## config.mk

```make
export PLATFORM = sky130hd
export DESIGN_NAME = cmip_app_cnt_mc
export DESIGN_NICKNAME = d
export VERILOG_FILES = /design/src/rtl/cmip_app_cnt_mc.sv
export SDC_FILE = /design/constraint.sdc
export NUM_CORES = 1
export LEC_CHECK = 0
export CORE_MARGIN = 2
export CORE_UTILIZATION = 30
export CTS_CLUSTER_SIZE = 12
export DETAILED_ROUTE_END_ITERATION = 10
export DONT_BUFFER_PORTS = 1
export PLACE_DENSITY = 0.46
export SKIP_CTS_REPAIR_TIMING = 1
export SLEW_MARGIN = 10
export SYNTH_ARGS = -nofsm -noshare
export SYNTH_HDL_FRONTEND = slang
export SYNTH_SLANG_ARGS = --single-unit
```

## constraint.sdc

```tcl
create_clock -name i_clk -period 14.2 [get_ports i_clk]
set_input_delay 1.42 -clock i_clk [delete_from_list [all_inputs] [get_ports i_clk]]
set_output_delay 1.42 -clock i_clk [all_outputs]
set_load 0.02 [all_outputs]
```

## src/rtl/cmip_app_cnt_mc.sv

```systemverilog
// Multi-channel event counter bank with wrap/saturate policy, sticky overflow,
// delayed global clear, atomic snapshot into shadows and indexed shadow readback.
module cmip_app_cnt_mc #(
   parameter int CH_NUM  = 8,
   parameter int WDTH    = 16,
   parameter int IDX_W   = 3,
   parameter int SAT_EN  = 0,
   parameter int CLR_DLY = 2
) (
   input  logic              i_clk,
   input  logic              i_rst,
   input  logic              i_clr,
   input  logic [CH_NUM-1:0] i_vld,
   input  logic              i_snap,
   input  logic              i_snap_clr,
   input  logic              i_rd_req,
   input  logic [IDX_W-1:0]  i_rd_idx,
   output logic              o_rd_vld,
   output logic [WDTH-1:0]   o_rd_data,
   output logic [CH_NUM-1:0] o_ovf,
   output logic              o_snap_done
);

   localparam logic [WDTH-1:0] CNT_MAX = '1;

   logic [CLR_DLY-1:0] clr_pipe_q, clr_pipe_d;
   logic               clr_eff;
   logic [WDTH-1:0]    cnt_q    [CH_NUM];
   logic [WDTH-1:0]    cnt_d    [CH_NUM];
   logic [WDTH-1:0]    shadow_q [CH_NUM];
   logic [WDTH-1:0]    shadow_d [CH_NUM];
   logic [CH_NUM-1:0]  ovf_q, ovf_d;
   logic               rd_vld_q;
   logic [WDTH-1:0]    rd_data_q, rd_data_d;
   logic               snap_done_q;

   assign clr_eff = clr_pipe_q[CLR_DLY-1];

   always_comb begin
      clr_pipe_d    = clr_pipe_q;
      clr_pipe_d[0] = i_clr;
      for (int i = 1; i < CLR_DLY; i++) begin
         clr_pipe_d[i] = clr_pipe_q[i-1];
      end
   end

   // Per-channel priority: delayed clear, then snapshot restart, then increment.
   always_comb begin
      ovf_d = ovf_q;
      for (int k = 0; k < CH_NUM; k++) begin
         cnt_d[k]    = cnt_q[k];
         shadow_d[k] = i_snap ? cnt_q[k] : shadow_q[k];
         if (clr_eff) begin
            cnt_d[k] = '0;
            ovf_d[k] = 1'b0;
         end else if (i_snap && i_snap_clr) begin
            // The snap-cycle event opens the new interval so nothing is lost.
            cnt_d[k] = {{(WDTH-1){1'b0}}, i_vld[k]};
         end else if (i_vld[k]) begin
            if (cnt_q[k] == CNT_MAX) begin
               ovf_d[k] = 1'b1;
               cnt_d[k] = (SAT_EN != 0) ? CNT_MAX : '0;
            end else begin
               cnt_d[k] = cnt_q[k] + 1'b1;
            end
         end
      end
   end

   // Reads see the shadow as held before the edge; unmapped indices return zero.
   always_comb begin
      rd_data_d = rd_data_q;
      if (i_rd_req) begin
         rd_data_d = '0;
         for (int k = 0; k < CH_NUM; k++) begin
            if (i_rd_idx == IDX_W'(k)) begin
               rd_data_d = shadow_q[k];
            end
         end
      end
   end

   always_ff @(posedge i_clk or posedge i_rst) begin
      if (i_rst) begin
         clr_pipe_q  <= '0;
         ovf_q       <= '0;
         rd_vld_q    <= 1'b0;
         rd_data_q   <= '0;
         snap_done_q <= 1'b0;
         for (int k = 0; k < CH_NUM; k++) begin
            cnt_q[k]    <= '0;
            shadow_q[k] <= '0;
         end
      end else begin
         clr_pipe_q  <= clr_pipe_d;
         ovf_q       <= ovf_d;
         rd_vld_q    <= i_rd_req;
         rd_data_q   <= rd_data_d;
         snap_done_q <= i_snap;
         cnt_q       <= cnt_d;
         shadow_q    <= shadow_d;
      end
   end

   assign o_rd_vld    = rd_vld_q;
   assign o_rd_data   = rd_data_q;
   assign o_ovf       = ovf_q;
   assign o_snap_done = snap_done_q;

endmodule

```

Yosys cells after proc, flatten, opt, wreduce, memory -nomap -nowiden
Index checks and enable logic that the tools add are counted.
{"block": "totals", "in_bits": 17, "ff_bits": 284}
{"block": "op_classes", "eq_ne": 16, "muxes": 72, "reduce_logical": 34, "n_addsub": 8}
{"op": "$mux 16", "n": 40}
{"op": "$add 16x1->16 const B", "n": 8}
{"op": "$eq 16x16->1 const B", "n": 8}
{"op": "$mux 1", "n": 32}
{"op": "$reduce_bool 2->1", "n": 16}
{"op": "$reduce_and 3->1", "n": 8}
{"op": "$reduce_bool 3->1", "n": 8}
{"op": "$eq 3x3->1 const B", "n": 4}
{"op": "$eq 3x2->1 const B", "n": 2}
{"op": "$eq 3x1->1 const B", "n": 1}
{"op": "$logic_not 3->1", "n": 1}
{"op": "$ne 2x2->1 const B", "n": 1}
{"op": "$logic_and 1x1->1", "n": 1}

Depth between registers and ports, before layout
Gate-level depths: netlist of the first run.
{"block": "logic_depth", "ltp_word": 9, "ltp_mapped": 7}

Worst setup path before layout of the first run
OpenSTA, ideal clock, no wires.
{"block": "synth_path", "path_kind": "input to register", "start": "input i_rd_idx[0]", "end": "register rd_data_q[10], in the netlist o_rd_data[10]", "path_slack_ns": 11.455, "arrival_ns": 2.608, "stages": 5, "required_time_ns": 14.063, "path_buffers": 2, "path_cell_list": "buf_2 > buf_2 > mux4_2 > mux2i_1 > a21oi_1"}
{"block": "synth_via", "elab_chain_cells": 9, "elab_cells_between_ends": 16, "classes_between": "eq/ne (7); mux (8); reduce/logical (1)"}
{"element": "start, declared", "line_no": "17", "rtl": "input logic [IDX_W-1:0] i_rd_idx,"}
{"element": "$logic_not 3->1", "line_no": "76", "rtl": "if (i_rd_idx == IDX_W'(k)) begin"}
{"element": "$mux 16 (7 in a row)", "line_no": "76"}
{"element": "$mux 16 *", "line_no": "76"}
{"element": "end signal, assigned", "line_no": "98", "rtl": "rd_data_q <= rd_data_d;"}
{"element": "end, declared", "line_no": "34", "rtl": "logic [WDTH-1:0] rd_data_q, rd_data_d;"}
Mark *: on every way between the ends. The rest lies on a longest branch, timed or not.
A chain may end at the register's enable or synchronous reset.

==> results of run 1 <==
-- flip-flops by register name, indices dropped and copies added (netlist names) --
| name | count |
|---|---|
| o_ovf | 8 |
| cnt_q | 128 |
| shadow_q | 128 |
| o_snap_done | 1 |
| o_rd_vld | 1 |
| clr_pipe_q | 2 |
| o_rd_data | 16 |
-- cell families after synthesis --
group / Yosys count / share of synthesized area (%)
mux: 172 / 15.1
simple gates: 416 / 16.2
fa+ha+maj: 8 / 0.732
xor+xnor: 74 / 4.74
compound gates: 179 / 8.91
flops: 284 / 52.0
buf+inv: 79 / 2.43
-- power groups by stage --
stage / clock network (mW) / logic (mW) / registers, mW
after floorplan: 0 / 0.0716 / 0.852
after global placement: 0 / 0.0778 / 0.857
after detailed placement: 0 / 0.0787 / 0.858
after CTS: 0.944 / 0.0791 / 0.843
after global routing: 0.977 / 0.0865 / 0.844
final: 0.916 / 0.0763 / 0.843
-- routing by layer --
| metal | up-vias | track usage (%) | wire [um] |
|---|---|---|---|
| li1 | 4446 | - | - |
| met1 | 4799 | 22.3 | 17300 |
| met2 | 159 | 25.6 | 17400 |
| met3 | 53 | 3.05 | 1710 |
| met4 | 0 | 4.63 | 826 |
| met5 | - | 0 | 0 |
-- cells in the mapped netlist, types with 13 or more instances --
library cell  count  area share [%]
xor2_1           23             1.5
dfrtp_1         284              52
nand4_1          39             1.8
o21ai_0          24            0.88
mux4_2           13             2.1
o22ai_1          18            0.82
inv_1            16            0.44
clkbuf_1         27            0.74
nand2_1          75             2.1
mux2_2          140              12
nor3_1           24            0.88
nand3_1          38             1.4
xnor2_1          51             3.3
a21oi_1          47             1.7
buf_2            26            0.95
and3_1           18            0.82
nor4_1           26             1.2
nor2_1          100             2.7
or3_1            14            0.64
mux2i_1          19             1.4
-- how the worst min path moves through the flow --
stage / startpoint / endpoint / slack, ns / cells past startpoint
3_3_place_gp: clr_pipe_q[0] / clr_pipe_q[1] / 0.34 / 0
3_5_place_dp: clr_pipe_q[0] / clr_pipe_q[1] / 0.34 / 0
4_1_cts: clr_pipe_q[0] / clr_pipe_q[1] / 0.36 / 0
2_1_floorplan: clr_pipe_q[0] / clr_pipe_q[1] / 0.33 / 0
6_report: clr_pipe_q[0] / clr_pipe_q[1] / 0.36 / 0
5_1_grt: clr_pipe_q[0] / clr_pipe_q[1] / 0.37 / 0
-- cell type report --
class / count / area share [%]
Sequential cell: 284 / 46.2
Multi-Input combinational cell: 849 / 40.6
Tap cell: 600 / 4.88
Clock buffer: 51 / 6.81
Inverter: 16 / 0.439
Clock inverter: 7 / 0.748
Timing Repair Buffer: 7 / 0.341
-- cell usage in the layout (no fill, tap or decap), types with 9 or more instances in the layout --
cell type / netlist / routed
nor4_1: 26 / 26
nor4b_1: 9 / 9
and3_1: 18 / 18
o21ai_0: 24 / 24
or4_1: 12 / 12
inv_1: 16 / 15
mux4_2: 13 / 13
clkbuf_16: 0 / 37
nor3_1: 24 / 24
and4_1: 12 / 12
or3_1: 14 / 14
xor2_1: 23 / 23
mux2_2: 140 / 140
mux2i_1: 19 / 19
xnor2_1: 51 / 51
dfrtp_1: 284 / 284
o22a_1: 12 / 12
nand2_1: 75 / 75
o22ai_1: 18 / 18
a21oi_1: 47 / 46
nor2_1: 100 / 100
nand4_1: 39 / 39
nand3_1: 38 / 38
-- worst max-delay path: stages --
cell and delay (ns):
inv_8 0.48, buf_4 0.84, buf_4 0.70
==> reports/results.tsv, run 1 <==
metric	value	unit
Pre-antenna DRT Iters	5	
Avg WL per Cell	20.5	um
RD Place Congestion	0.774	
Min-Delay Path Class	reg -> reg	
worst-margin pin slew	1.02	ns
initial antenna violation count	0	
Crit. End Element	asynchronous set/reset pin	
share of layout cells above drive strength 1	19.2	%
starting density of the core	30.3	%
CP endpoint	shadow_q[13]	
internal power	1.41	mW
Inserted Clock Buffers	34	
Root Driver	clkbuf_16	
DP Cell Count	1756	
Placement Cell Area	14200	um^2
Mapped Cells	1212	
DP Wirelength	24800	um
mapped cell area	13700	um^2
CP Launch Type	input port	
Final #Nets	1217	
Final Core Density	34.1	%
via/cell ratio	5.21	
DRC	0	
Longest Clk Path Bufs	3	
Die Span X	218	um
pwr dens	119	nW/um^2
Clock Latency Late Sink	0.53	ns
Tmin final	2.96	ns
Synth cell types	65	
Die Height	218	um
Die ar.	47300	um^2
FF-to-FF Start	cnt_q[32]	
EDFF count, synth	0	
vias in the first global route	9442	
Via Count	9457	
reg-to-reg setup timing slack	11.71	ns
Non-Filler Instances	1814	
Reg2Reg Depth	5	
r2r endpoint	cnt_q[45]	
Static Leak	6.52	nW
Slew Limit Fails	0	
initial DRC count	640	
Peak VDD IR	0.0863	mV
Total Routed Length	37200	um
Synth async-reset ratio	100	%
Flop pwr share	45.9	%
CTS tree	done	
# rows	78	
combinational power share	4.2	%
status	finished clean	
Max FO, Critical Path	101	
FMAX	338	MHz
Sequential Area	7110	um^2
Crit path required time	14.79	ns
Yosys warnings	0	
# diodes	0	
Port Buffers	0	
Ports	43	
Synth-to-Final Area Change	12.5	%
Final Skew	0.0144	ns
unrepaired setup endpoints after global routing	false	
filler cell count	4487	
CP arrival	3.54	ns
GRT Util Overall	16.1	%
Syn Nets	1237	
Routed Antenna Nets	0	
Final setup viols	0	
post-synthesis sequential area ratio	52.0	%
Sw Ratio	22.9	%
Synth Flop Type	dfrtp_1	
first-pass GRT wire length	59000	um
Seq cells post-synth	284	
clock network power share	49.9	%
post-route cell area	15400	um^2
hold_ws	0.355	ns
total grt overflow	0	
dpl ws	10.49	ns
Setup Total Neg Slack	0	ns
multi-input logic area	6250	um^2
Core Area	45200	um^2
Sw Pwr	421	uW
Clock transition at path regs	0.05	ns
Critical path origin	i_rst	
Clock Sinks	284	
Final period util	20.8	%
Pwr Total	1.84	mW
mean area per synthesized cell	11.3	um^2
final-report hold violation count	0	
pin count of the biggest net entering global routing	142	
Setup CP Type	in -> async	
htree depth	2	
setup ws final	11.24	ns
number of max-cap violations	0	
Slew HR	32.0	%
Power figures use the tool's default switching activity.
==> run 2, diff against run 1 <==
--- a/config.mk
+++ b/config.mk
@@ -10,7 +10,7 @@
 export CTS_CLUSTER_SIZE = 12
 export DETAILED_ROUTE_END_ITERATION = 10
 export DONT_BUFFER_PORTS = 1
-export PLACE_DENSITY = 0.46
+export PLACE_DENSITY = 0.47
 export SKIP_CTS_REPAIR_TIMING = 1
 export SLEW_MARGIN = 10
 export SYNTH_ARGS = -nofsm -noshare
==> constraint.sdc (replaced) <==
create_clock -name i_clk -period 2.49 [get_ports i_clk]
set_input_delay 0.249 -clock i_clk [delete_from_list [all_inputs] [get_ports i_clk]]
set_output_delay 0.249 -clock i_clk [all_outputs]
set_load 0.02 [all_outputs]
==> run 2 against run 1 <==
Against the previous run: the run now ends with hold timing left; non-clock buffer count up 33; utilization up 0.90 points; sequential power rose to 5.7 times the previous value; critical endpoint is now cnt_q[99]; setup slack worse by 11 ns; sequential share of layout area down 1.2 points; first-iteration DRC count up 14%; global-route usage down 0.42 points; via count up 1.4%; clock power rose to 5.6 times the previous value.
==> reports/results.tsv, run 2 (same netlist as run 1, synthesis figures left out) <==
metric	value	unit	change
status	finished, violations left		
failing checks	hold timing		
DP Cell Count	1766		+0.57%
CP top delay family	simple AND/OR/NAND/NOR gates		
Clock Latency Late Sink	0.52	ns	about the same
Avg WL per Cell	20.3	um	-0.81%
worst-margin pin slew	0.973	ns	-0.0449 ns
slowest stage delay, CP	0.44	ns	-0.40 ns
Min-Delay Path Class	in -> reg		
Final setup viols	0		unchanged
CP Launch Type	flop		
Pre-antenna DRT Iters	6		+1
Synth-to-Final Area Change	15.5	%	
pin count of the biggest net entering global routing	142		unchanged
CP arrival	2.34	ns	-1.20 ns
Setup CP Type	reg -> reg		
Final Core Density	35.0	%	+0.90 points
Setup Total Neg Slack	0	ns	unchanged
final-report hold violation count	5		+5
Crit path required time	2.87	ns	-11.92 ns
Slew Limit Fails	0		unchanged
Tmin final	1.96	ns	
Clock transition at path regs	0.06	ns	about the same
hold_ws	-0.0291	ns	-0.384 ns
Inserted Clock Buffers	35		+2.9%
RD Place Congestion	0.808		+4.4%
number of max-cap violations	0		unchanged
Longest Clk Path Bufs	3		unchanged
htree depth	2		unchanged
Peak VDD IR	0.358	mV	+310%
Final Skew	0.0214	ns	+0.00703 ns
Die Height	218	um	unchanged
share of layout cells above drive strength 1	20.0	%	+0.81 points
# rows	78		unchanged
worst path cell trace	ha_1 > nand4_1 > or3_1 > o21ai_2 > nor2_1		
first-pass GRT wire length	57900	um	-1.8%
cell with the largest stage delay on the worst path	or3_1		
Crit. End Element	flop		
Non-Filler Instances	1850		+2.0%
# diodes	0		unchanged
Die ar.	47300	um^2	unchanged
Ports	43		unchanged
FMAX	510	MHz	
Port Buffers	0		unchanged
unrepaired setup endpoints after global routing	false		
commonest cells after routing, fill and taps aside	dfrtp_1 (284), mux2_2 (140), nor2_1 (100)		
filler cell count	4467		-0.45%
Root Driver	clkbuf_16		
Total Routed Length	37600	um	+1.2%
Die Span X	218	um	unchanged
Static Leak	6.74	nW	+3.4%
Final period util	78.8	%	
Slew HR	35.2	%	+3.2 points
DP Wirelength	25100	um	+1.2%
via/cell ratio	5.19		-0.53%
CTS tree	done		
Pwr Total	10.5	mW	+470%
Buf/Inv on CP	0		-3
total grt overflow	0		unchanged
GRT Util Overall	15.7	%	-0.42 points
most common cell after layout, fill and taps aside	dfrtp_1		
Routed Antenna Nets	0		unchanged
Via Count	9594		+1.4%
initial DRC count	730		+14%
Clock Sinks	284		unchanged
starting density of the core	30.3	%	unchanged
DRC	0		unchanged
vias in the first global route	9423		-0.20%
Core Area	45200	um^2	unchanged
Final #Nets	1251		+2.8%
pwr dens	666	nW/um^2	+460%
initial antenna violation count	0		unchanged
Max FO, Critical Path	9		-91%
[run 2: cell types whose count changed in the layout (fill, tap and decap cells not counted), sizes merged]
cell,before,now
dlygate4sd3,0,20
bufinv,3,2
clkinv,2,7
clkbuf,51,52
clkinvlp,2,1
buf,7,20
inv,16,15
[run 2: worst paths after layout]
check | cells after the start | start | endpoint | slack (ns)
min in group asynchronous | 2 | i_rst | cnt_q[81] | 0.22
max in group asynchronous | 3 | i_rst | o_rd_data[14] | 1.50
worst max-delay path | 5 | cnt_q[96] | cnt_q[99] | 0.53
worst max register to register | 5 | cnt_q[96] | cnt_q[99] | 0.53
worst min register to register | 0 | clr_pipe_q[0] | clr_pipe_q[1] | 0.35
worst min-delay path | 3 | i_vld[4] | cnt_q[50] | -0.03
[run 2: layout make-up]
| type | instances | area [um^2] | area share (%) |
|---|---|---|---|
| clock buffers | 52 | 1070 | 6.79 |
| multi-input cells | 849 | 6250 | 39.6 |
| repair buffers | 40 | 458 | 2.90 |
| flip-flops and latches | 284 | 7110 | 45.0 |
| clock inverters | 9 | 95.1 | 0.602 |
| well taps | 600 | 751 | 4.75 |
| inverters | 16 | 63.8 | 0.404 |
[run 2: worst reg2reg max path, cell delays in order, from the launching register on]
cell     delay, ns
dfrtp_1       0.41
ha_1          0.22
nand4_1       0.26
or3_1         0.44
o21ai_2       0.39
nor2_1        0.10
[run 2: per-layer routing]
metal,global-route usage (%),wire [um],vias to the layer above
met5,0,0,-
met3,2.66,1500,52
met1,22.0,17700,4870
li1,-,-,4526
met2,25.1,17700,146
met4,3.90,794,0
[run 2: power by group]
group | total, mW | leakage [nW] | internal, mW | switching, mW
sequential | 4.81 | 3.91 | 4.69 | 0.112
clock | 5.16 | 0.583 | 3.17 | 1.98
combinational | 0.552 | 2.25 | 0.212 | 0.340
[run 2: per-stage QoR]
step | instance area [um^2] | setup slack, ns | hold slack, ns
2_1_floorplan | 13700 | -1.52 | 0.280
3_3_place_gp | 14400 | 0.536 | 0.146
3_5_place_dp | 14400 | 0.567 | 0.148
4_1_cts | 15500 | 0.547 | -0.393
5_1_grt | 15800 | 0.357 | 0.00149
6_report | 15800 | 0.528 | -0.0291
